[config.mk]
export PLATFORM = sky130hd
export DESIGN_NAME = nibble_compare_sequencer
export DESIGN_NICKNAME = d
export VERILOG_FILES = /design/src/rtl/nibble_compare_sequencer.sv
export SDC_FILE = /design/constraint.sdc
export NUM_CORES = 1
export LEC_CHECK = 0
export CAP_MARGIN = 20
export CORE_MARGIN = 4
export CORE_UTILIZATION = 40
export DETAILED_ROUTE_END_ITERATION = 7
export PLACE_DENSITY = 0.75
export SETUP_SLACK_MARGIN = 0.4
export SLEW_MARGIN = 20
export SYNTH_ARGS = -nofsm -noshare
export SYNTH_HDL_FRONTEND = slang
export SYNTH_SLANG_ARGS = --single-unit
[constraint.sdc]
create_clock -name i_clk -period 1.5 [get_ports i_clk]
set_input_delay 0.15 -clock i_clk [delete_from_list [all_inputs] [get_ports i_clk]]
set_output_delay 0.15 -clock i_clk [all_outputs]
set_load 0.005 [all_outputs]
[src/rtl/nibble_compare_sequencer.sv]
// nibble_compare_sequencer: wide unsigned compare by walking one external 4-bit slice LSB-first.
// Optional CASCADE_IN_EN adds i_albi/i_agbi/i_aebi as the cascade seed latched on START.
module nibble_compare_sequencer #(
  parameter int NIBBLES = 4
) (
  input  logic                   i_clk,
  input  logic                   i_rst_n,
  input  logic                   i_start,
  input  logic [4*NIBBLES-1:0]   i_a,
  input  logic [4*NIBBLES-1:0]   i_b,
`ifdef CASCADE_IN_EN
  input  logic                   i_albi,
  input  logic                   i_agbi,
  input  logic                   i_aebi,
`endif
  output logic                   o_busy,
  output logic                   o_done,
  output logic                   o_alb,
  output logic                   o_agb,
  output logic                   o_aeb,
  output logic                   o_err,
  output logic [3:0]             o_sl_a,
  output logic [3:0]             o_sl_b,
  output logic                   o_sl_albi,
  output logic                   o_sl_agbi,
  output logic                   o_sl_aebi,
  input  logic                   i_sl_albo,
  input  logic                   i_sl_agbo,
  input  logic                   i_sl_aebo
);
  localparam int IW = (NIBBLES > 1) ? $clog2(NIBBLES) : 1;
  typedef enum logic [1:0] {S_IDLE, S_RUN, S_DONE} state_t;
  state_t                 r_state, w_next;
  logic [IW-1:0]          r_idx;
  logic [4*NIBBLES-1:0]   r_a, r_b;
  logic [2:0]             r_casc, r_res, w_slice, w_seed;
  logic                   r_err, w_accept, w_last, w_run;
`ifdef CASCADE_IN_EN
  assign w_seed = {i_albi, i_agbi, i_aebi};
`else
  assign w_seed = 3'b001;
`endif
  assign w_run    = r_state == S_RUN;
  assign w_accept = i_start && !w_run;
  assign w_last   = r_idx == IW'(NIBBLES - 1);
  assign w_slice  = {i_sl_albo, i_sl_agbo, i_sl_aebo};
  always_comb begin
    w_next = r_state;
    w_next = w_run ? (w_last ? S_DONE : S_RUN) : (i_start ? S_RUN : S_IDLE);
  end
  always_ff @(posedge i_clk or negedge i_rst_n) begin
    if (!i_rst_n) r_state <= S_IDLE;
    else          r_state <= w_next;
  end
  always_ff @(posedge i_clk or negedge i_rst_n) begin
    if (!i_rst_n) begin
      r_idx  <= '0;
      r_a    <= '0;
      r_b    <= '0;
      r_casc <= 3'b001;
      r_res  <= '0;
      r_err  <= 1'b0;
    end else if (w_accept) begin
      r_idx  <= '0;
      r_a    <= i_a;
      r_b    <= i_b;
      r_casc <= w_seed;
      r_res  <= '0;
      r_err  <= 1'b0;
    end else if (w_run) begin
      r_casc <= w_slice;
      r_idx  <= w_last ? r_idx : r_idx + IW'(1);
      r_err  <= r_err | !$onehot(w_slice);
      if (w_last) r_res <= w_slice;
    end
  end
  assign o_busy = w_run;
  assign o_done = r_state == S_DONE;
  assign {o_alb, o_agb, o_aeb} = r_res;
  assign o_err  = r_err;
  assign o_sl_a = r_a[4*r_idx +: 4];
  assign o_sl_b = r_b[4*r_idx +: 4];
  assign {o_sl_albi, o_sl_agbi, o_sl_aebi} = r_casc;
endmodule

==> summary by stage, run 1 <==
Power
The power per cell area is 2120 mW/mm². The peak supply drop is just over 0.0009 V. The switching power as a share of total power is 0.297. The share of total power dissipated in sequential elements is 0.337. Of the total power, combinational logic draws 0.540. Internal power comes to roughly 4500 µW.

The reported net switching power is 1900 µW. The design draws 6380 µW. The analysis attributes to cell leakage a power of 0.00143 µW. Of the total power, the clock network draws 0.123.

Timing
In the finished design, the share of the clock period the worst path needs comes to 1.10. The setup total negative slack is -1.20 ns. The worst setup slack after layout is -0.155 ns.

Setup violations remaining at the end of the flow were counted as 9. On the final layout, the worst clock skew is 0.00363 ns. Setup repair after global routing could not meet its margin everywhere. Subtracting the final worst setup slack from the clock period gives 1.66 ns. The final-report max-slew violation count is 0. The hold violation count in the final report is 0. Headroom to the max-slew limit came out at 0.678.

At the pin with the least slew margin, the transition time is 0.483 ns. The highest attainable clock frequency is 0.604 GHz.

Yosys
The number of flops mapped to enable cells by yosys is 0. The Yosys step of the flow raised 0 warnings. The most used flip-flop cell after synthesis is dfrtp_1. dfrtp_1 takes more of the synthesized area than any other cell.

The number of nets handed over by synthesis was around 160. The synthesized netlist contains 26 unique library cells. In the post-synthesis netlist, the biggest area contributors are dfrtp_1 55%, mux2_2 15%, mux4_2 9.5%.

After synthesis the netlist holds a flip-flop and latch count of 43. Counting flops with an async set or reset pin after synthesis yields a share of 1.00. The synthesized netlist occupies a cell area of 0.00190 mm². The most frequently used cell type in the post-synthesis netlist is dfrtp_1. Each instance of the synthesized netlist takes up on average 15.6 µm². The cell count after synthesis came out at 122. For this run, the register share of the synthesized area comes to 0.567. Counting instances in the post-synthesis netlist gives the leading cell types as 42 x dfrtp_1, 25 x mux2_2, 8 x mux4_2. Of the post-synthesis cell area, the dominant cell type holds 0.553.

Routing
The post-detailed-route count of antenna-violating nets is 0. For this run, design rule violations remaining after detail routing come to 0. The first routing iteration left 55 violations.

The total routed wirelength is around 4900 µm. Using the TritonRoute via totals, the vias-per-cell ratio works out to 5.15. The wire length per cell is 19.2 µm.

For this run, the detailed router's first-pass iteration total came to 2. The routed layout has about 1300 vias.

Finish
The number of antenna cells inserted is 0. The final design utilization is 0.673. The share of cells above drive strength 1 is 0.480. The layout has 305 filler cells. The combined area of the multi-input logic cells is 907 µm².

The non-filler instance count after layout is 256. The number of nets in the finished design is 243. The relative area change from synthesis to final layout is 58.5%. The combined flip-flop and latch cell area is 0.00108 mm².

Placed design
During placement, the flow inserted port buffers numbering 54. The number of instances in the placed design is 229. The HPWL after detailed placement is roughly 3000 µm.

The congestion estimate from routability-driven global placement came to roughly 0.82.

Floorplan
The die is 76.9 µm tall. The die boundary width is ~77 µm. The area inside the core boundary is 0.00447 mm².

The overall die area is ~0.0059 mm². The initialized floorplan defines 24 standard-cell rows. For this configuration, the core starts out at a cell density of 0.424. The I/O pin count is 55.

Min path
In this run the most critical hold path is launched from i_sl_aebo. The type of the worst min-delay path is in2reg. The worst hold path terminates at r_casc[0]. Counting instances, the worst hold path has a depth of 3.

Critical path
For the worst setup path, the data required time is 1.35 ns. The worst setup path is captured at an output pin. The highest net fanout along the worst path is 4. The critical path in this run is classified as reg2out. The worst setup path is launched from a register. The number of cell instances on the worst register-to-register path is 6. In this run the worst setup path begins at r_idx[0]. The worst register-to-register path begins at r_idx[0]. The data arrival time of the critical path is around 1.5 ns. The capture instance of the worst register-to-register path is r_idx[0].

The minimum setup slack among reg-to-reg paths is -0.03 ns.

Global routing
The number of global-route vias before repair is 1540. The number of antenna violations at the first check in global routing came to 0. The residual overflow from global routing is 0.

The wire length of the first global-routing pass is 8000 µm. In the global route stage, overall resource usage came out at 0.172. Entering global routing, the biggest net connects 24 pins.

CTS
The tree is rooted in a clkbuf_8. TritonCTS created 5 clock buffers. The clock net in this run drives a total of 43 sinks. CTS built an H-tree with a depth of 2.

The maximum clock insertion buffer count is 2. Clock-pin slew was measured on the worst setup and hold paths at 0.08 ns. Clock latency on the worst-skew pair, taken at its later pin, is approximately 0.28 ns. The TritonCTS clock tree is done.

Outcome
The run finished, with violations left. The checks that failed: negative setup slack.

Job
The max-cap check violation count is 0.
[routing by layer]
layer	part of all wire	vias to the layer above	track usage
li1	-	601	-
met3	0.036	4	0.0328
met1	0.42	684	0.208
met4	0.0094	0	0.0525
met5	0	-	0
met2	0.53	30	0.307
[cell usage in the layout, fill, tap and decap left out, types with 2 or more instances in the layout]
cell	Yosys	final
clkbuf_8	0	7
buf_16	0	3
dlygate4sd2_1	0	4
o2bb2ai_1	3	3
nor2_1	3	3
mux4_2	8	8
mux2_4	2	34
mux2i_1	3	3
inv_2	1	3
o21ai_1	0	2
buf_6	3	15
dfrtp_1	42	41
inv_1	5	2
o21ai_0	4	2
buf_2	1	9
clkdlybuf4s15_1	0	5
buf_4	0	9
buf_12	0	2
clkdlybuf4s50_1	0	32
[power groups by stage]
stage	registers [µW]	clock network, µW	logic, µW
after CTS	2120	805	3270
after global placement	2090	0	2420
final	2150	783	3450
after floorplan	1990	0	1520
after detailed placement	2140	0	2500
after global routing	2220	847	3640
[state kept, by name, summed over array words and instances (netlist names)]
name and cells:
r_b 16, r_casc 3, r_idx 2, r_state 2, r_a 16, r_res 3
o_err 1
[stage by stage]
| stage | hold slack [ns] | setup slack, ns | instance area (µm²) |
|---|---|---|---|
| after floorplan | -0.146 | 0.196 | 1920 |
| after global placement | 0.130 | -0.128 | 2540 |
| after detailed placement | 0.139 | -0.136 | 2540 |
| after CTS | 0.265 | -0.170 | 2960 |
| after global routing | 0.304 | -0.233 | 3010 |
| final | 0.297 | -0.155 | 3010 |
[worst max path at each step]
stage                end  slack, ns  depth (start not counted)
2_1_floorplan   r_idx[0]       0.20                          4
3_3_place_gp   o_sl_b[2]      -0.13                          3
3_5_place_dp   o_sl_b[2]      -0.14                          3
4_1_cts        o_sl_a[1]      -0.17                          4
5_1_grt        o_sl_b[3]      -0.23                          4
6_report       o_sl_b[3]      -0.16                          4
[critical path, stage by stage (launching register included)]
cell and delay [ns]:
dfrtp_1 0.37, buf_6 0.11, buf_6 0.11, mux4_2 0.49
buf_2 0.14
[repair_timing]
| item | 4_1_cts | 5_1_grt |
|---|---|---|
| resized for setup | 108 | 14 |
| setup endpoints to repair | 57 | 55 |
| hold endpoints to repair | 19 | 0 |
| cloned | 3 | 0 |
| hold buffers | 1 | 0 |
| buffers inserted | 13 | 2 |
| pin swaps | 4 | 1 |
[logic make-up (layout without fill, tap and decap cells)]
family                   Yosys count  count (layout)  share of synthesized area
buffers and inverters             13              95                     0.0382
AND/OR/NAND/NOR                    9               9                     0.0270
multiplexers                      45              45                      0.316
flip-flops                        43              43                      0.567
adder cells (fa/ha/maj)            2               2                     0.0171
AO/OA/AOI/OAI                     10              10                     0.0343
[layout make-up]
class / instances / area share
sequential: 43 / 0.358
multi-input combinational: 66 / 0.301
timing repair buffer: 81 / 0.276
inverter: 6 / 0.00914
clock buffer: 8 / 0.0333
tap: 52 / 0.0216
Note: power is estimated with default switching activity, not from simulation.
==> inputs of run 2 (changes only) <==
--- a/config.mk
+++ b/config.mk
@@ -6,12 +6,14 @@
 export NUM_CORES = 1
 export LEC_CHECK = 0
 export CAP_MARGIN = 20
-export CORE_MARGIN = 4
+export CORE_MARGIN = 5
 export CORE_UTILIZATION = 40
 export DETAILED_ROUTE_END_ITERATION = 7
+export HOLD_SLACK_MARGIN = 0.12
 export PLACE_DENSITY = 0.75
 export SETUP_SLACK_MARGIN = 0.4
 export SLEW_MARGIN = 20
 export SYNTH_ARGS = -nofsm -noshare
 export SYNTH_HDL_FRONTEND = slang
 export SYNTH_SLANG_ARGS = --single-unit
+export TNS_END_PERCENT = 5
==> summary by stage, run 2 (synthesis results as in run 1) <==
Timing
The hold violation count in the final report is 0 (unchanged). The final critical-path share of the clock period was 1.13 (+0.0274). The final-report max-slew violation count is 0 (unchanged). The highest attainable clock frequency is 0.590 GHz (-2.4%). The headroom to the max-slew limit is 0.684 (+0.00611).

The post-layout minimum cycle time is 1.70 ns (+0.0411 ns). The final setup violation count came to 10 (+1). The worst setup slack after layout is -0.196 ns (-0.0411 ns). Setup repair after global routing could not meet its margin everywhere.

The actual transition at the worst max-transition pin is 0.473 ns (-0.00917 ns). The worst-case clock skew was 0.00248 ns (-0.00116 ns). The setup total negative slack is -1.34 ns (-0.146 ns).

The worst hold slack after final layout was 0.320 ns (+0.0227 ns).

Global routing
The met1 routing resource usage after global routing was 0.165 (-0.0429). The wire length of the first global-routing pass is 6700 µm (-16%). The met2 track utilization from global routing is 0.232 (-0.0757).

The overall global routing resource usage is 0.139 (-0.0326). The largest net degree at the start of global routing came to 23 (-4.2%). The number of antenna violations at the first check in global routing is 0 (unchanged).

The layer flagged by global routing as most heavily used is met2. The number of global-route vias before repair is 1380 (-10%). The residual overflow from global routing is 0 (unchanged).

The routing usage on met3 is 0.0476 (+0.0148).

Critical path
The data arrival time of the critical path is 1.55 ns (+0.04 ns). The worst reg2reg path startpoint is r_idx[0]. The endpoint required time on the critical path is 1.35 ns (about the same). The minimum setup slack among reg-to-reg paths is -0.17 ns (-0.14 ns).

Following the worst setup path forward leads to its endpoint at o_sl_b[0]. The number of cell instances on the worst register-to-register path is 7 (+1). The highest net fanout along the worst path is 4 (unchanged). The worst setup path category is reg2out. The worst setup path is captured at an output pin.

The endpoint identified for the worst register-to-register timing path is r_idx[0]. The critical path starts at r_idx[0]. STA classifies the critical path startpoint as a register.

Routing
The post-detailed-route count of antenna-violating nets is 0 (unchanged). The first-pass iteration count of the detailed router came to 4 (+2). The wire length per cell is 16.2 µm (-16%). The ratio of routed vias to standard cells was 5.02 (-2.5%).

The post-detailed-route DRC marker count came to 0 (unchanged). The total routed wirelength is 3990 µm (-19%). The count of vias placed by the detailed router is 1241 (-5.9%).

The iteration-0 DRC count of the detailed router came to 30 (-45%).

Power
The internal power contribution is 3690 µW (-18%). The power per cell area is 1960 mW/mm² (-7.4%). The combinational fraction of design power is 0.466 (-0.074). The peak supply drop is 0.000990 V (+6.5%).

The leakage power is 0.00116 µW (-19%). The reported net switching power is 1570 µW (-17%). The switching power as a share of total power is 0.298 (+0.00114).

The total power is 5270 µW (-17%). The clock network fraction of total power is 0.131 (+0.008). The sequential share of power is 0.403 (+0.066).

CTS
The buffer type at the clock tree root is clkbuf_8. The number of CTS-inserted buffers is 5 (unchanged). The number of clock sinks is 43 (unchanged). The clock latency reported for the late side of the worst-skew pair came to 0.28 ns (about the same). The maximum clock insertion buffer count is 2 (unchanged).

The H-tree depth came to 2 (unchanged). The clock input transition at the sequential cells of the worst setup and hold paths is 0.08 ns (about the same). The TritonCTS clock tree is done.

Floorplan
The die extent in y is 78.9 µm (+2.6%). The overall die area is 0.00623 mm² (+5.3%). The die boundary width came to 78.9 µm (+2.6%). The starting density of the core is 0.408 (-0.0170). The area inside the core boundary is 0.00466 mm² (+4.2%). The I/O pin count is 55 (unchanged). The floorplan row count is 25 (+4.2%).

Placed design
The HPWL after detailed placement was 3090 µm (+2.1%). The final RePlAce weighted congestion came to 0.730 (-11%). The number of buffers inserted by port buffering is 54 (unchanged). The number of instances in the placed design came to 233 (+1.7%). The post-placement cell area is 0.00256 mm² (+0.69%).

Finish
The largest registers in the layout are r_a (16), r_b (16). The number of nets in the finished design came to 232 (-4.5%). The leading cell type in the layout, fill and taps excluded is dfrtp_1. The non-filler instance count after layout came to 247 (-3.5%).

The final design area excluding fillers came to 0.00268 mm² (-11%). The number of antenna cells inserted came to 0 (unchanged). Relative to the synthesized area, the layout overhead comes to 41.3%.

The share of cells above drive strength 1 was 0.399 (-0.0814). In the layout the commonest cells are 41 x dfrtp_1, 33 x clkdlybuf4s50_1, 25 x mux2_2, 10 x buf_6, 8 x mux4_2.

Outcome
The checks that failed: negative setup slack. The run finished, with violations left.

Min path
The startpoint identified for the worst hold timing path is i_sl_aebo. The worst hold path belongs to the class in2reg.

Job
The max-cap check violation count is 0 (unchanged).
run 2: cell types whose count changed in the layout (fill, tap and decap cells not counted), moves of 4 or more:
| cell | delta |
|---|---|
| mux2_4 | -32 |
| mux2_1 | +7 |
| mux2_2 | +25 |
| buf_2 | -4 |
| buf_6 | -5 |
| clkbuf_2 | +5 |
run 2: how the worst min path moves through the flow:
stage | end | slack (ns) | cells after the start
finish | r_casc[0] | 0.32 | 3
global route | r_casc[2] | 0.33 | 3
CTS | r_casc[2] | 0.31 | 3
detailed placement | r_b[1] | 0.14 | 1
global placement | r_b[1] | 0.12 | 1
floorplan | o_err | -0.15 | 0
run 2: power groups by stage:
stage / sequential (µW) / combinational [µW] / clock, µW
final: 2120 / 2460 / 688
after floorplan: 1990 / 1520 / 0
after CTS: 2120 / 2490 / 710
after global routing: 2210 / 2690 / 760
after global placement: 2090 / 2440 / 0
after detailed placement: 2130 / 2530 / 0
run 2: what timing repair did:
action / 4_1_cts / 5_1_grt
resized for setup: 57 / 13
hold buffers: 1 / 0
pin swaps: 2 / 1
setup endpoints to repair: 57 / 52
setup buffers: 4 / 1
hold endpoints to repair: 19 / 0
run 2: cell type report:
type,count,area [µm²]
fill,388,1980
tap,54,67.6
timing repair buffer,70,664
inverter,6,25.0
clock inverter,1,5.00
multi-input combinational,66,767
sequential,43,1080
clock buffer,7,76.3
run 2: worst max-delay path, cell delays in order (launching register included):
cell and delay [ns]:
dfrtp_1 0.41, buf_6 0.15, buf_6 0.09, mux4_2 0.49, buf_6 0.13
run 2: per-stage QoR:
stage	setup slack, ns	utilization
final	-0.196	0.576
after floorplan	0.196	-
after detailed placement	-0.160	0.549
after global placement	-0.147	0.549
after CTS	-0.212	0.576
after global routing	-0.271	0.576
run 2: per-layer routing:
layer | up-vias | part of all wire
li1 | 580 | -
met1 | 618 | 0.41
met2 | 39 | 0.51
met3 | 4 | 0.063
met4 | 0 | 0.015
met5 | - | 0
==> inputs of run 3 (changes only) <==
--- a/config.mk
+++ b/config.mk
@@ -7,10 +7,10 @@
 export LEC_CHECK = 0
 export CAP_MARGIN = 20
 export CORE_MARGIN = 5
-export CORE_UTILIZATION = 40
+export CORE_UTILIZATION = 47
 export DETAILED_ROUTE_END_ITERATION = 7
 export HOLD_SLACK_MARGIN = 0.12
-export PLACE_DENSITY = 0.75
+export PLACE_DENSITY = 0.85
 export SETUP_SLACK_MARGIN = 0.4
 export SLEW_MARGIN = 20
 export SYNTH_ARGS = -nofsm -noshare
==> constraint.sdc (replaced) <==
create_clock -name i_clk -period 1.5 [get_ports i_clk]
set_input_delay 0.225 -clock i_clk [delete_from_list [all_inputs] [get_ports i_clk]]
set_output_delay 0.225 -clock i_clk [all_outputs]
set_load 0.005 [all_outputs]
==> summary by stage, run 3 (synthesis results as in run 1) <==
Critical path
The most numerous cell on the critical path is buf_6. The buffering stage count on the worst path with inverters included is 3 (unchanged). The startpoint type of the worst setup path is a register. The endpoint required time on the critical path is 1.27 ns (-0.08 ns).

The worst setup path is captured at an output pin. The data arrival time of the critical path is 1.56 ns (about the same). The highest net fanout along the worst path is 3 (-1). The signal on the critical path passes through buf_6 > buf_6 > mux4_2 > buf_6.

The largest stage delay on the critical path came to 0.50 ns (about the same). The kind of cell with the highest combined delay along the critical path is multiplexers. On the critical path, the stage with the largest delay is an instance of mux4_2.

The critical path is of the reg2out type.

Power
The leakage power is 0.00130 µW (+12%). The total power was 5600 µW (+6.3%). The switching power as a share of total power is 0.297 (-0.00156).

The clock network fraction of total power is 0.123 (-0.008). The power per cell area is 2040 mW/mm² (+3.9%). The sequential share of power was 0.382 (-0.021). The combinational fraction of design power is 0.495 (+0.029). The reported net switching power is 1660 µW (+5.8%). The internal power contribution is 3940 µW (+6.6%). The peak supply drop is 0.000988 V (-0.13%).

Finish
Compared with the post-synthesis result, the final layout area differs by 44.6%. The top cell types in the final layout, fill and taps aside, are 41 x dfrtp_1, 33 x mux2_4, 33 x clkdlybuf4s50_1, 12 x buf_2, 8 x mux4_2. The number of filler cells placed in the layout is 273 (-30%). The final design area excluding fillers is 0.00275 mm² (+2.3%).

Leaving out fill and tap cells, the most frequent cell in the layout is dfrtp_1. The largest registers in the layout are r_a (16), r_b (16). The number of antenna cells inserted came to 0 (unchanged). The share of cells above drive strength 1 is 0.460 (+0.0614). The number of nets in the finished design is 228 (-1.7%).

Outcome
The run finished, with violations left. The checks that failed: negative setup slack.

Timing
The worst-case clock skew is 0.00500 ns (+0.00253 ns). The hold violation count in the final report is 0 (unchanged). The final critical-path share of the clock period came to 1.19 (+0.0589).

The worst hold slack after final layout is 0.286 ns (-0.0339 ns). The actual transition at the worst max-transition pin is 0.273 ns (-0.200 ns). The highest attainable clock frequency came to 0.560 GHz (-4.9%). Setup repair after global routing could not meet its margin everywhere. The final setup violation count is 8 (-2). The headroom to the max-slew limit was 0.818 (+0.134). The post-layout minimum cycle time is 1.78 ns (+0.0883 ns).

The final-report max-slew violation count is 0 (unchanged). The worst setup slack after layout is -0.285 ns (-0.0883 ns).

CTS
The clock input transition at the sequential cells of the worst setup and hold paths is 0.08 ns (about the same). The number of CTS-inserted buffers is 5 (unchanged). TritonCTS built the clock tree. The buffer type at the clock tree root is clkbuf_8.

The H-tree depth is 2 (unchanged). The number of clock sinks is 43 (unchanged). The clock latency reported for the late side of the worst-skew pair was 0.29 ns (about the same). The maximum clock insertion buffer count was 2 (unchanged).

Routing
The iteration-0 DRC count of the detailed router is 50 (+67%). The total routed wirelength is 4030 µm (+0.83%). The routed length on met1 is 1770 µm (+7.6%).

The post-detailed-route count of antenna-violating nets is 0 (unchanged). The total met3 wirelength after detailed routing is 347 µm (+37%). The first-pass iteration count of the detailed router is 2 (-2).

The wire length per cell is 16.8 µm (+4.2%). The count of vias placed by the detailed router came to 1231 (-0.81%). The post-detailed-route DRC marker count came to 0 (unchanged). The ratio of routed vias to standard cells is 5.15 (+2.5%).

The uppermost layer routed is met4. The length of routed met2 wiring came to 1840 µm (-9.7%).

Global routing
The number of antenna violations at the first check in global routing is 0 (unchanged). The overall global routing resource usage is 0.163 (+0.0235). The wire length of the first global-routing pass came to 6710 µm (+0.21%). The residual overflow from global routing is 0 (unchanged). The largest net degree at the start of global routing is 40 (+74%). The number of global-route vias before repair is 1417 (+2.7%).

Min path
The type of the worst min-delay path is in2async.

Placed design
The HPWL after detailed placement is 2830 µm (-8.4%). The final RePlAce weighted congestion came to 0.723 (-1.0%). The post-placement cell area is 0.00255 mm² (-0.29%). The number of buffers inserted by port buffering is 54 (unchanged).

Floorplan
The die boundary width is 73.6 µm (-6.8%). The floorplan row count is 23 (-8.0%). The I/O pin count is 55 (unchanged). The starting density of the core was 0.478 (+0.0707).

The area inside the core boundary is 0.00397 mm² (-15%). The overall die area is 0.00541 mm² (-13%). The die extent in y was 73.6 µm (-6.8%).

Job
The max-cap check violation count is 0 (unchanged).
==> run 3: cell type report <==
| cell class | count | area (µm²) | share of cell area |
|---|---|---|---|
| flip-flops and latches | 43 | 1080 | 0.393 |
| multi-input cells | 66 | 888 | 0.323 |
| repair buffers | 66 | 608 | 0.221 |
| clock buffers | 7 | 76.3 | 0.0278 |
| well taps | 50 | 62.6 | 0.0228 |
| inverters | 6 | 27.5 | 0.0100 |
| clock inverters | 1 | 5.00 | 0.00182 |
==> run 3: final timing paths <==
| kind | start | endpoint | slack (ns) | cells after the start |
|---|---|---|---|---|
| min in group i_clk | i_sl_aebo | r_casc[0] | 0.35 | 3 |
| hold / removal | i_rst_n | r_b[1] | 0.29 | 2 |
| setup / recovery | r_idx[0] | o_sl_a[1] | -0.28 | 4 |
| setup reg to reg | r_idx[0] | r_idx[0] | 0 | 5 |
| hold reg to reg | r_b[3] | r_b[3] | 0.51 | 1 |
| max in group asynchronous | i_rst_n | r_casc[0] | 0.72 | 3 |
==> run 3: per-layer routing <==
metal / vias to the layer above / GRT usage
li1: 574 / -
met1: 601 / 0.213
met2: 48 / 0.250
met3: 8 / 0.0534
met4: 0 / 0.0644
met5: - / 0
==> run 3: power by group through the flow <==
stage	Sequential, µW	Clock, µW	Combinational (µW)
2_1_floorplan	1990	0	1530
3_3_place_gp	2080	0	2430
3_5_place_dp	2120	0	2510
4_1_cts	2130	708	2810
5_1_grt	2220	759	2990
6_report	2140	689	2770
==> run 3: timing repair <==
item / in CTS / in global routing
endpoints found under the setup margin: 57 / 50
setup buffers: 3 / 0
pin swaps: 4 / 4
endpoints found under the hold margin: 42 / 0
hold buffers: 1 / 0
gates resized for setup: 106 / 8
==> run 3: stage by stage <==
step	cells	setup TNS (ns)	utilization	setup slack, ns
CTS	239	-1.96	0.693	-0.269
finish	239	-1.65	0.692	-0.285
global route	239	-2.12	0.692	-0.340
global placement	227	-1.64	0.643	-0.192
floorplan	122	0	-	0.193
detailed placement	227	-1.84	0.643	-0.197
